--- config.mk ---
export PLATFORM = sky130hd
export DESIGN_NAME = i2s_frame_ctrl
export DESIGN_NICKNAME = d
export VERILOG_FILES = /design/src/rtl/i2s_pkg.sv /design/src/rtl/i2s_clk_div.sv /design/src/rtl/i2s_frame_ctrl.sv
export SDC_FILE = /design/constraint.sdc
export NUM_CORES = 1
export LEC_CHECK = 0
export CAP_MARGIN = 5
export CELL_PAD_IN_SITES_DETAIL_PLACEMENT = 2
export CELL_PAD_IN_SITES_GLOBAL_PLACEMENT = 2
export CORE_MARGIN = 10
export CORE_UTILIZATION = 30
export CTS_BUF_LIST = sky130_fd_sc_hd__clkbuf_2 sky130_fd_sc_hd__clkbuf_4 sky130_fd_sc_hd__clkbuf_8
export CTS_CLUSTER_SIZE = 30
export DETAILED_ROUTE_END_ITERATION = 16
export MAX_ROUTING_LAYER = met4
export PLACE_DENSITY_LB_ADDON = 0.1
export SLEW_MARGIN = 5
export SYNTH_ARGS = -nofsm -noshare
export SYNTH_HDL_FRONTEND = slang
export SYNTH_SLANG_ARGS = --single-unit
--- constraint.sdc ---
create_clock -name clk_i -period 1.95 [get_ports clk_i]
set_input_delay 0.39 -clock clk_i [delete_from_list [all_inputs] [get_ports clk_i]]
set_output_delay 0.39 -clock clk_i [all_outputs]
set_load 0.02 [all_outputs]
--- src/rtl/i2s_pkg.sv ---
// Shared I2S definitions: link FSM states and the default frame geometry
// used by both the frame controller and the I2Srx receiver.
package i2s_pkg;

  typedef enum logic [1:0] {
    IDLE  = 2'd0,
    RUN   = 2'd1,
    DRAIN = 2'd2
  } state_e;

  localparam int SLOT_DEF  = 32;
  localparam int WIDTH_DEF = 16;

  // A slot must hold the sample plus the one-bit I2S delay.
  function automatic int slot_eff(input int slot, input int width);
    return (slot > width) ? slot : width + 1;
  endfunction

endpackage

--- src/rtl/i2s_clk_div.sv ---
// I2S bit-clock divider: toggles sclk every div_i+1 enabled clk cycles
// and strobes each edge in the cycle where sclk first shows it.
module i2s_clk_div
  import i2s_pkg::*;
#(
  parameter int DIV_W = 8
) (
  input  logic             clk_i,
  input  logic             rst_i,
  input  logic             en_i,
  input  logic [DIV_W-1:0] div_i,
  output logic             sclk_o,
  output logic             rise_o,
  output logic             fall_o,
  output logic             fall_nx_o
);

  logic [DIV_W-1:0] div_cnt;
  logic             tc;

  assign tc        = en_i && (div_cnt == div_i);
  assign fall_nx_o = tc && sclk_o;

  // divider count, sclk level and registered edge strobes
  always_ff @(posedge clk_i) begin
    if (!rst_i || !en_i) begin
      div_cnt <= '0;
      sclk_o  <= 1'b0;
      rise_o  <= 1'b0;
      fall_o  <= 1'b0;
    end else if (tc) begin
      div_cnt <= '0;
      sclk_o  <= ~sclk_o;
      rise_o  <= ~sclk_o;
      fall_o  <= sclk_o;
    end else begin
      div_cnt <= div_cnt + 1'b1;
      rise_o  <= 1'b0;
      fall_o  <= 1'b0;
    end
  end

endmodule

--- src/rtl/i2s_frame_ctrl.sv ---
// I2S master frame controller: sclk/ws generation, clean frame-aligned
// start/stop, packet counting and a missed-packet watchdog.
module i2s_frame_ctrl
  import i2s_pkg::*;
#(
  parameter int SLOT  = SLOT_DEF,
  parameter int WIDTH = WIDTH_DEF,
  parameter int DIV_W = 8,
  parameter int CNT_W = 16
) (
  input  logic             clk_i,
  input  logic             rst_i,
  input  logic             enable_i,
  input  logic [DIV_W-1:0] clkDiv_i,
  input  logic             pktRx_i,
  input  logic             clrErr_i,
  output logic             sclk_o,
  output logic             ws_o,
  output logic             sclkRise_o,
  output logic             sclkFall_o,
  output logic             frameStart_o,
  output logic             running_o,
  output logic             frameErr_o,
  output logic [CNT_W-1:0] pktCnt_o
);

  localparam int SLOT_C = slot_eff(SLOT, WIDTH);
  localparam int BW     = $clog2(2 * SLOT_C);
  localparam logic [BW-1:0] BIT_LAST = BW'(2 * SLOT_C - 1);
  localparam logic [BW-1:0] BIT_HALF = BW'(SLOT_C);

  state_e           state_q;
  state_e           state_d;
  logic [DIV_W-1:0] div_reg;
  logic [BW-1:0]    bit_cnt;
  logic [BW-1:0]    bit_nx;
  logic [CNT_W-1:0] cnt_q;
  logic             ws_q;
  logic             fs_q;
  logic             armed_q;
  logic             seen_q;
  logic             err_q;
  logic             err_set;
  logic             run_en;
  logic             fall_nx;
  logic             bnd;

  i2s_clk_div #(
    .DIV_W(DIV_W)
  ) u_div (
    .clk_i    (clk_i),
    .rst_i    (rst_i),
    .en_i     (run_en),
    .div_i    (div_reg),
    .sclk_o   (sclk_o),
    .rise_o   (sclkRise_o),
    .fall_o   (sclkFall_o),
    .fall_nx_o(fall_nx)
  );

  // bnd: this edge drops sclk and wraps the frame
  assign bnd     = fall_nx && (bit_cnt == BIT_LAST);
  assign bit_nx  = bnd ? '0 : bit_cnt + 1'b1;
  // a pulse on the wrap edge still belongs to the ending frame
  assign err_set = bnd && armed_q && !seen_q && !pktRx_i;

  // state register
  always_ff @(posedge clk_i) begin
    if (!rst_i) state_q <= IDLE;
    else        state_q <= state_d;
  end

  // next state: stop only on a frame boundary
  always_comb begin
    state_d = state_q;
    unique case (state_q)
      IDLE:    if (enable_i) state_d = RUN;
      RUN:     if (!enable_i) state_d = DRAIN;
      DRAIN: begin
        if (enable_i) state_d = RUN;
        else if (bnd) state_d = IDLE;
      end
      default: state_d = IDLE;
    endcase
  end

  // state outputs
  always_comb begin
    run_en = 1'b0;
    unique case (state_q)
      RUN, DRAIN: run_en = 1'b1;
      default:    run_en = 1'b0;
    endcase
  end

  // bit counter, ws, frame strobe, watchdog and packet count
  always_ff @(posedge clk_i) begin
    if (!rst_i) begin
      div_reg <= '0;
      bit_cnt <= '0;
      ws_q    <= 1'b0;
      fs_q    <= 1'b0;
      armed_q <= 1'b0;
      seen_q  <= 1'b0;
      err_q   <= 1'b0;
      cnt_q   <= '0;
    end else begin
      fs_q  <= bnd;
      err_q <= err_set | (err_q & ~clrErr_i);
      if (state_q == IDLE) begin
        bit_cnt <= '0;
        ws_q    <= 1'b0;
        if (enable_i) begin
          div_reg <= clkDiv_i;
          cnt_q   <= '0;
          armed_q <= 1'b0;
          seen_q  <= 1'b0;
        end
      end else begin
        if (fall_nx) begin
          bit_cnt <= bit_nx;
          ws_q    <= (bit_nx >= BIT_HALF);
        end
        if (pktRx_i) cnt_q <= cnt_q + 1'b1;
        if (bnd) begin
          armed_q <= 1'b1;
          seen_q  <= 1'b0;
        end else if (pktRx_i) begin
          seen_q <= 1'b1;
        end
      end
    end
  end

  assign ws_o         = ws_q;
  assign frameStart_o = fs_q;
  assign running_o    = run_en;
  assign frameErr_o   = err_q;
  assign pktCnt_o     = cnt_q;

endmodule

# After elaboration in Yosys (flattened, before gate mapping)
# Cells that the tools add are included.
totals:
  reg_bits: 48
  input_bits: 13
  output_inout_bits: 23
  wordCells: 70
op_classes:
  addsub: 3
  order_cmp: 1
  eq_ne: 7
  mux: 16
  bitwise_logic: 6
  reduce_logical: 24
ops:
  columns: ["op", "count"]
  rows:
  - ["$mux 16", 3]
  - ["$add 16x1->16 const B", 1]
  - ["$add 8x1->8 const B", 1]
  - ["$eq 8x8->1", 1]
  - ["$mux 2", 4]
  - ["$reduce_and 2->1", 4]
  - ["$reduce_or 2->1", 4]
  - ["$mux 1", 7]
  - ["$add 6x1->6 const B", 1]
  - ["$eq 6x6->1 const B", 1]
  - ["$ge 6x6->1 const B", 1]
  - ["$logic_and 1x1->1", 6]
  - ["$mux 6", 1]
  - ["$pmux 2 s3", 1]
  - ["$logic_not 1->1", 4]
  - ["$ne 2x2->1 const B", 2]
  - ["$not 1->1", 4]
  - ["$reduce_bool 2->1", 2]
  - ["$ne 3x3->1 const B", 1]
  - ["$reduce_and 3->1", 1]
  - ["$reduce_bool 3->1", 1]
  - ["$eq 2x1->1 const B", 1]
  - ["$eq 2x2->1 const B", 1]
  - ["$logic_not 2->1", 1]
  - ["other kinds (3)", 3]

# Longest topological paths before layout
# Gate-level depths: netlist of the first run.
logic_depth:
  ltp_word: 10
  ltp_mapped: 8
  ltp_nobuf: 7

# Cells and area by module
# A second synthesis of the first run with hierarchy kept.
hier_totals:
  cells_unflattened: 254
  area_unflattened_um2: 2326.0
modules_own_cells:
  columns: ["module", "instances", "cells_per_inst", "area_per_inst_um2", "seq_area_each_um2"]
  rows:
  - ["i2s_frame_ctrl", 1, 200, 1816.7, 720.7]
  - ["i2s_clk_div", 1, 54, 509.2, 220.2]

# Least setup slack after synthesis of the first run
# No wires, ideal clock.
synth_timing:
  path_kind: "register to register"
  start: "reg state_q[0]"
  end: "reg bit_cnt[3]"
  setup_ns: 0.070
  arrival_time_ns: 1.958
  t_required_ns: 1.880
  slack_ns: -0.078
  path_stages_with_launch: 7
  path_buffers: 0
  synth_period_minus_slack_ns: 2.028
  path_cell_list: "dfxtp_1 inv_1 ha_1 nor4b_4 nand3_4 or4_1 a21oi_1"
synth_via:
  elab_chain_cells: 7
  word_cells_on_any_way: 10
  classes_between: "eq/ne: 2; mux: 2; reduce/logical: 6"
synth_rtl:
  columns: ["item", "line", "rtl"]
  rows:
  - ["start, declared", "i2s_frame_ctrl.sv:32", "state_e state_q;"]
  - ["start signal, assigned", "i2s_frame_ctrl.sv:70", "else state_q <= state_d;"]
  - ["$eq 2x1->1 / $eq 2x2->1 (equally long branches)", "i2s_frame_ctrl.sv:90", "unique case (state_q)"]
  - ["$reduce_or 2->1 *", "i2s_frame_ctrl.sv:90", null]
  - ["$mux 1 *", "i2s_frame_ctrl.sv:90", null]
  - ["via running_o", "i2s_frame_ctrl.sv:22", "output logic running_o,"]
  - ["$logic_and 1x1->1 *", "i2s_clk_div.sv:21", "assign tc = en_i && (div_cnt == div_i);"]
  - ["$logic_and 1x1->1 *", "i2s_clk_div.sv:22", "assign fall_nx_o = tc && sclk_o;"]
  - ["$logic_and 1x1->1", "i2s_frame_ctrl.sv:62", "assign bnd = fall_nx && (bit_cnt == BIT_LAST);"]
  - ["$mux 6", "i2s_frame_ctrl.sv:63", "assign bit_nx = bnd ? '0 : bit_cnt + 1'b1;"]
  - ["end signal, assigned", "i2s_frame_ctrl.sv:121", "bit_cnt <= bit_nx;"]
  - ["end, declared", "i2s_frame_ctrl.sv:35", "logic [BW-1:0] bit_cnt;"]
# The timed path passes the listed nets; every way through them passes the cells marked *.
# A chain may end at the register's enable or synchronous reset.

# Worst setup path in the final report of the first run
layout_timing:
  start: "reg state_q[1]"
  end: "reg bit_cnt[2]"
layout_via:
  elab_chain_cells: 7
  word_cells_on_any_way: 10
  classes_between: "eq/ne: 2; mux: 2; reduce/logical: 6"
layout_rtl:
  columns: ["item", "line"]
  rows:
  - ["$eq 2x1->1 / $eq 2x2->1 (equally long branches)", "i2s_frame_ctrl.sv:90"]
  - ["$reduce_or 2->1", "i2s_frame_ctrl.sv:90"]
  - ["$mux 1", "i2s_frame_ctrl.sv:90"]
  - ["$logic_and 1x1->1", "i2s_clk_div.sv:21"]
  - ["$logic_and 1x1->1", "i2s_clk_div.sv:22"]
  - ["$logic_and 1x1->1", "i2s_frame_ctrl.sv:62"]
  - ["$mux 6", "i2s_frame_ctrl.sv:63"]
# Several ways; a longest one is shown, not always the timed one.

==> results of run 1 <==
[cell usage after synthesis]
library cell / n / area share [%]
mux2i_1: 4 / 1.8
nor2b_1: 1 / 0.28
mux2_2: 2 / 1.0
nand2_1: 36 / 6.1
nor3_1: 4 / 0.91
o21bai_1: 1 / 0.34
a211oi_1: 1 / 0.34
inv_1: 8 / 1.4
mux2_1: 2 / 1.0
a31oi_1: 1 / 0.28
xor2_1: 18 / 7.1
o31ai_1: 4 / 1.4
or3_1: 4 / 1.1
nor4b_4: 1 / 1.1
nor3_4: 1 / 0.74
nand3_4: 1 / 0.79
nand4_1: 10 / 2.8
a21o_1: 1 / 0.34
nor2_1: 34 / 5.8
ha_1: 8 / 4.5
xnor2_1: 3 / 1.2
nand3b_1: 1 / 0.34
and4b_1: 1 / 0.45
o21ai_0: 2 / 0.45
o41ai_1: 1 / 0.40
o211ai_1: 2 / 0.68
buf_6: 1 / 0.51
nor4_2: 1 / 0.57
and3_1: 5 / 1.4
nor4b_1: 1 / 0.40
a22oi_1: 1 / 0.34
or4_1: 2 / 0.68
nor2_2: 1 / 0.28
dfxtp_1: 47 / 43
nor4_1: 1 / 0.28
and4_1: 2 / 0.79
and2_1: 1 / 0.28
o311ai_0: 1 / 0.40
nand2b_1: 2 / 0.57
a21oi_1: 20 / 4.5
nand3_1: 11 / 2.5
clkbuf_1: 6 / 1.0
or2_2: 1 / 0.28
[worst paths after layout]
| check | cells past startpoint | endpoint | start | slack (ns) |
|---|---|---|---|---|
| worst max-delay path | 8 | bit_cnt[2] | state_q[1] | 0.13 |
| worst min-delay path | 2 | frameErr_o | frameErr_o | 0.47 |
| worst max register to register | 8 | bit_cnt[2] | state_q[1] | 0.13 |
| worst min register to register | 2 | frameErr_o | frameErr_o | 0.47 |
[per-layer routing]
layer  global-route usage, %  vias to the layer above
met5                       -                        -
met4                    3.48                        0
met3                    2.62                        6
met2                    18.6                       26
met1                    15.0                      957
li1                        -                     1003
[tightest hold or removal path, cell delays in order (launching register included)]
cell and delay (ns):
dfxtp_1 0.32, nand2b_1 0.06, a21oi_1 0.05
[power groups by stage]
| stage | Sequential [mW] | Combinational, mW | Clock (mW) |
|---|---|---|---|
| after floorplan | 1.06 | 0.350 | 0 |
| after global placement | 1.06 | 0.579 | 0 |
| after detailed placement | 1.06 | 0.589 | 0 |
| after CTS | 1.03 | 0.589 | 0.700 |
| after global routing | 1.04 | 0.654 | 0.741 |
| final | 1.03 | 0.583 | 0.669 |
[kinds of logic after synthesis]
kind of cell | after synthesis | synth area share (%)
AND/OR/NAND/NOR | 122 | 28.5
flip-flops | 47 | 42.5
AO/OA/AOI/OAI | 35 | 9.45
XOR/XNOR | 21 | 8.31
buffers and inverters | 15 | 2.88
multiplexers | 8 | 3.85
adder cells (fa/ha/maj) | 8 | 4.53
[layout make-up]
class / instances / area, sq um
clock buffer: 8 / 104
fill: 837 / 4260
inverter: 8 / 30.0
multi-input combinational: 194 / 1230
sequential: 47 / 941
tap: 99 / 124
timing repair buffer: 59 / 529
[timing repair]
| action | CTS | global route |
|---|---|---|
| resized for setup | 1 | 2 |
| setup endpoints to repair | 1 | 3 |
| hold endpoints to repair | 0 | 0 |
| hold buffers | 0 | 0 |
[metrics by stage]
step | std cells | worst slack, ns | cell area (sq um) | util, %
after floorplan | 256 | 0.0499 | 2220 | -
after detailed placement | 407 | -0.0615 | 2850 | 39.4
after global placement | 407 | -0.0195 | 2850 | 39.4
final | 415 | 0.126 | 2960 | 41.0
after global routing | 415 | 0.0163 | 2960 | 41.0
after CTS | 415 | 0.0966 | 2950 | 40.9
==> summary.txt, run 1 <==
Timing
  – Clk_skew: 0.00550 ns
  – Final setup vio count: 0
  – Hold_ws: 0.473 ns
  – Slew of the pin with the lowest slew margin: 0.402 ns
  – Setup TNS Final: 0 ns
  – Tcrit/Tclk final: 93.5%
  – Tmin final: 1.82 ns
  – Max-slew violation count: 0
  – Relative slew slack: 73.1%
  – Fmax: 548 MHz
  – Final-report hold violation count: 0
  – Setup repair after global routing missed its margin: no

Worst setup path
  – Crit-path cells: inv_1, ha_4, nor4b_4, buf_4, nand4_1, buf_4, o21ai_0, a21oi_1
  – CP max stage delay: 0.34 ns
  – Critical path's most frequent cell: buf_4
  – Critical path fanouts, max: 4
  – Worst EP arrival: 2.01 ns
  – CP required: 2.14 ns
  – Family with the most delay on the worst path: buffers and inverters
  – Worst path bufs/invs: 3
  – Critical path type: reg2reg
  – Startpoint Class: flip-flop
  – CP endpoint kind: flip-flop
  – CP max-delay cell: dfxtp_1

Power and ir drop
  – Register share of total power: 45.2%
  – Switching share of total power: 30.5%
  – Power Internal: 1.59 mW
  – Sw Pwr: 0.698 mW
  – P_leak: 1.11 nW
  – Maximum VDD drop: 0.264 mV
  – Combinational Power Share: 25.5%
  – Clock network fraction of total power: 29.3%
  – Pwr/cell area: 772 nW/um^2
  – Power consumption: 2.28 mW

Placement
  – IO buf count: 35
  – GPL Wtd Cong: 0.727
  – Hpwl dp: 5000 um

Die
  – Initial core utilization: 30.7%
  – Full die area: 11200 sq um
  – Core footprint: 7210 sq um
  – Die span in x: 106 um
  – Die height: 106 um
  – Rows: 31
  – I/O pin count: 36

Clock tree
  – Root buffer cell: clkbuf_8
  – Clock sinks: 47
  – Clock latency on the worst-skew pair: 0.30 ns
  – CTS max path bufs: 2
  – CTS buffer count: 5
  – H-tree levels: 2
  – Reg clk slew, reported paths: 0.09 ns
  – CTS tree: done
  – Post-CTS Setup Inserts: 0

Detailed routing
  – 1st-iter DRT viols: 53
  – Uppermost routed layer: met4
  – Wirelength per Cell: 15.4 um
  – Via count: 1992
  – TritonRoute pass-1 iters: 4
  – Residual DRC: 0
  – Routed vias/inst: 4.80
  – Met3 WL: 171 um
  – WL final: 6410 um
  – Routed Antenna Nets: 0
  – Met2 Wirelength: 3060 um
  – WL met1: 3100 um

Finish
  – ANT cells: 0
  – Most common cell after layout, fill and taps aside: dfxtp_1
  – Ratio of cells with drive above 1 in the final layout: 13.6%
  – # nets final: 336
  – P&R area growth vs syn: 33.7%
  – Highest-count cells in the layout ignoring fill and taps: dfxtp_1 (47), nand2_1 (36), nor2_1 (34), clkdlybuf4s50_1 (34), buf_4 (24)
  – Max reg flops: 16

GRT
  – Pin count of the biggest net entering global routing: 14
  – Antenna violations before repair: 0
  – First-pass GRT wire length: 10800 um
  – Congestion Overflow GR: 0
  – Number of global-route vias before repair: 2110
  – Tot GR Track Use: 11.9%

Yosys
  – Gate Count Post-Synth: 256
  – Ys Warns: 0
  – Synth Cell Area: 2210 sq um
  – Seq/Total Area, Yosys: 42.5%
  – Syn avg cell area: 8.64 sq um
  – Distinct cells, synth: 43
  – Post-synth net total: 277
  – Seq cells post-synth: 47

Flow run
  – Max-Cap Viols: 0

Hold path
  – Hold crit path type: reg2reg

Outcome
  – Status: complete, no violations
(Power assumes the default switching activity.)
==> inputs of run 2 (changes only) <==
--- a/config.mk
+++ b/config.mk
@@ -5,7 +5,7 @@
 export SDC_FILE = /design/constraint.sdc
 export NUM_CORES = 1
 export LEC_CHECK = 0
-export CAP_MARGIN = 5
+export CAP_MARGIN = 20
 export CELL_PAD_IN_SITES_DETAIL_PLACEMENT = 2
 export CELL_PAD_IN_SITES_GLOBAL_PLACEMENT = 2
 export CORE_MARGIN = 10
==> results of run 2 <==
Same layout as run 1: the final DEF is identical, and so are final timing and power.
==> inputs of run 3 (changes only) <==
--- a/config.mk
+++ b/config.mk
@@ -6,15 +6,13 @@
 export NUM_CORES = 1
 export LEC_CHECK = 0
 export CAP_MARGIN = 20
-export CELL_PAD_IN_SITES_DETAIL_PLACEMENT = 2
-export CELL_PAD_IN_SITES_GLOBAL_PLACEMENT = 2
 export CORE_MARGIN = 10
-export CORE_UTILIZATION = 30
+export CORE_UTILIZATION = 50
 export CTS_BUF_LIST = sky130_fd_sc_hd__clkbuf_2 sky130_fd_sc_hd__clkbuf_4 sky130_fd_sc_hd__clkbuf_8
 export CTS_CLUSTER_SIZE = 30
 export DETAILED_ROUTE_END_ITERATION = 16
 export MAX_ROUTING_LAYER = met4
-export PLACE_DENSITY_LB_ADDON = 0.1
+export PLACE_DENSITY = 0.78
 export SLEW_MARGIN = 5
 export SYNTH_ARGS = -nofsm -noshare
 export SYNTH_HDL_FRONTEND = slang
==> run 3 against run 2 <==
Net effect:
- first-iteration DRC count grew 57%
- non-clock buffer count shrank 10
- maximum frequency shrank 2.7%
- power shrank 4.8%
- worst setup slack lost 0.051 ns
- final cell count shrank 14%
- largest power group unchanged
- sequential power is essentially flat
==> summary.txt, run 3 (synthesis gave the netlist of run 1 again) <==
Outcome
  – Status: complete, no violations

Clock tree
  – Clock latency on the worst-skew pair: 0.30 ns
  – Root buffer cell: clkbuf_8
  – Reg clk slew, reported paths: 0.09 ns
  – CTS max path bufs: 2
  – CTS tree: done
  – CTS buffer count: 5
  – Clock sinks: 47
  – H-tree levels: 2

Die
  – Die span in x: 86.5 um
  – I/O pin count: 36
  – Initial core utilization: 51.2%
  – Rows: 24
  – Full die area: 7480 sq um
  – Core footprint: 4320 sq um
  – Die height: 86.5 um

Finish
  – ANT cells: 0
  – Multi-input logic area: 1220 sq um
  – Util after Layout: 64.8%
  – # nets final: 326
  – Ratio of cells with drive above 1 in the final layout: 10.8%
  – Highest-count cells in the layout ignoring fill and taps: dfxtp_1 (46), nand2_1 (36), nor2_1 (34), clkdlybuf4s50_1 (34), a21oi_1 (19)
  – FF/Latch Area: 942 sq um
  – Max reg flops: 16
  – Fillers: 398
  – Most common cell after layout, fill and taps aside: dfxtp_1
  – P&R area growth vs syn: 26.8%

Worst setup path
  – R2R Path Start: state_q[1]
  – Launch point of the worst path: state_q[1]
  – Startpoint Class: flip-flop
  – Worst-case reg-to-reg path depth: 8
  – Critical path fanouts, max: 5
  – R2r setup slk: 0.08 ns
  – CP endpoint: bit_cnt[2]
  – Worst EP arrival: 2.07 ns
  – Critical path type: reg2reg
  – CP required: 2.14 ns
  – CP endpoint kind: flip-flop
  – Worst flop-to-flop path endpoint: bit_cnt[2]

Detailed routing
  – TritonRoute pass-1 iters: 4
  – Routed Antenna Nets: 0
  – 1st-iter DRT viols: 83
  – WL final: 4970 um
  – Wirelength per Cell: 13.9 um
  – Routed vias/inst: 5.40
  – Via count: 1934
  – Residual DRC: 0

Timing
  – Worst Slack Setup Final: 0.0752 ns
  – Tmin final: 1.87 ns
  – Clk_skew: 0.00909 ns
  – Final setup vio count: 0
  – Final-report hold violation count: 0
  – Slew of the pin with the lowest slew margin: 0.653 ns
  – Fmax: 533 MHz
  – Setup TNS Final: 0 ns
  – Max-slew violation count: 0
  – Tcrit/Tclk final: 96.1%
  – Relative slew slack: 56.4%

Placement
  – IO buf count: 35
  – Hpwl dp: 3740 um
  – GPL Wtd Cong: 0.782
  – Post-place setup slack: -0.0570 ns

GRT
  – First-pass GRT wire length: 8260 um
  – Congestion Overflow GR: 0
  – Antenna violations before repair: 0
  – Tot GR Track Use: 13.6%
  – Number of global-route vias before repair: 1811
  – Pin count of the biggest net entering global routing: 22

Hold path
  – Hold crit path type: reg2reg
  – Hold Crit Depth: 2

Power and ir drop
  – P_leak: 1.06 nW
  – Maximum VDD drop: 0.384 mV
  – Pwr/cell area: 775 nW/um^2
  – Power consumption: 2.17 mW

Flow run
  – Max-Cap Viols: 0
-- run 3: worst min path at each step --
| stage | end | startpoint |
|---|---|---|
| after CTS | div_reg[4] | div_reg[4] |
| after global routing | div_reg[7] | div_reg[7] |
| after detailed placement | div_reg[4] | div_reg[4] |
| after floorplan | armed_q | armed_q |
| final | div_reg[4] | div_reg[4] |
| after global placement | armed_q | armed_q |
-- run 3: timing repair --
action                     4_1_cts  5_1_grt
resized for setup                1        2
setup endpoints to repair        1        2
hold buffers                     0        0
setup buffers                    0        1
pin swaps                        0        1
-- run 3: power by group --
| part | switching (mW) | total (mW) | internal (mW) |
|---|---|---|---|
| Combinational | 0.307 | 0.535 | 0.228 |
| Clock | 0.319 | 0.599 | 0.280 |
| Sequential | 0.0371 | 1.04 | 1.00 |
-- run 3: cell type report --
type	count	area share (%)
repair buffers	49	16.2
flip-flops and latches	47	33.6
clock inverters	1	0.178
multi-input cells	194	43.6
clock buffers	7	2.99
well taps	52	2.32
inverters	8	1.07
-- run 3: worst max-delay path, cell delays in order, from the launching register on --
cell and delay [ns]:
dfxtp_1 0.34, inv_1 0.09, ha_4 0.30, nor4b_4 0.28, buf_4 0.17, nand4_1 0.12
buf_4 0.19, o21ai_0 0.20, a21oi_2 0.08
-- run 3: through the flow --
| step | instance area (sq um) | instances | hold WS [ns] |
|---|---|---|---|
| after floorplan | 2220 | 256 | 0.436 |
| after global placement | 2700 | 349 | 0.450 |
| after detailed placement | 2700 | 349 | 0.464 |
| after CTS | 2790 | 357 | 0.475 |
| after global routing | 2800 | 358 | 0.499 |
| final | 2800 | 358 | 0.474 |
-- run 3: layer usage --
layer | global-route usage, % | vias up | routed length [um]
met5 | - | - | 0
met4 | 5.89 | 0 | 136
met3 | 3.28 | 10 | 216
met2 | 20.8 | 40 | 2320
met1 | 16.7 | 901 | 2300
li1 | - | 983 | -
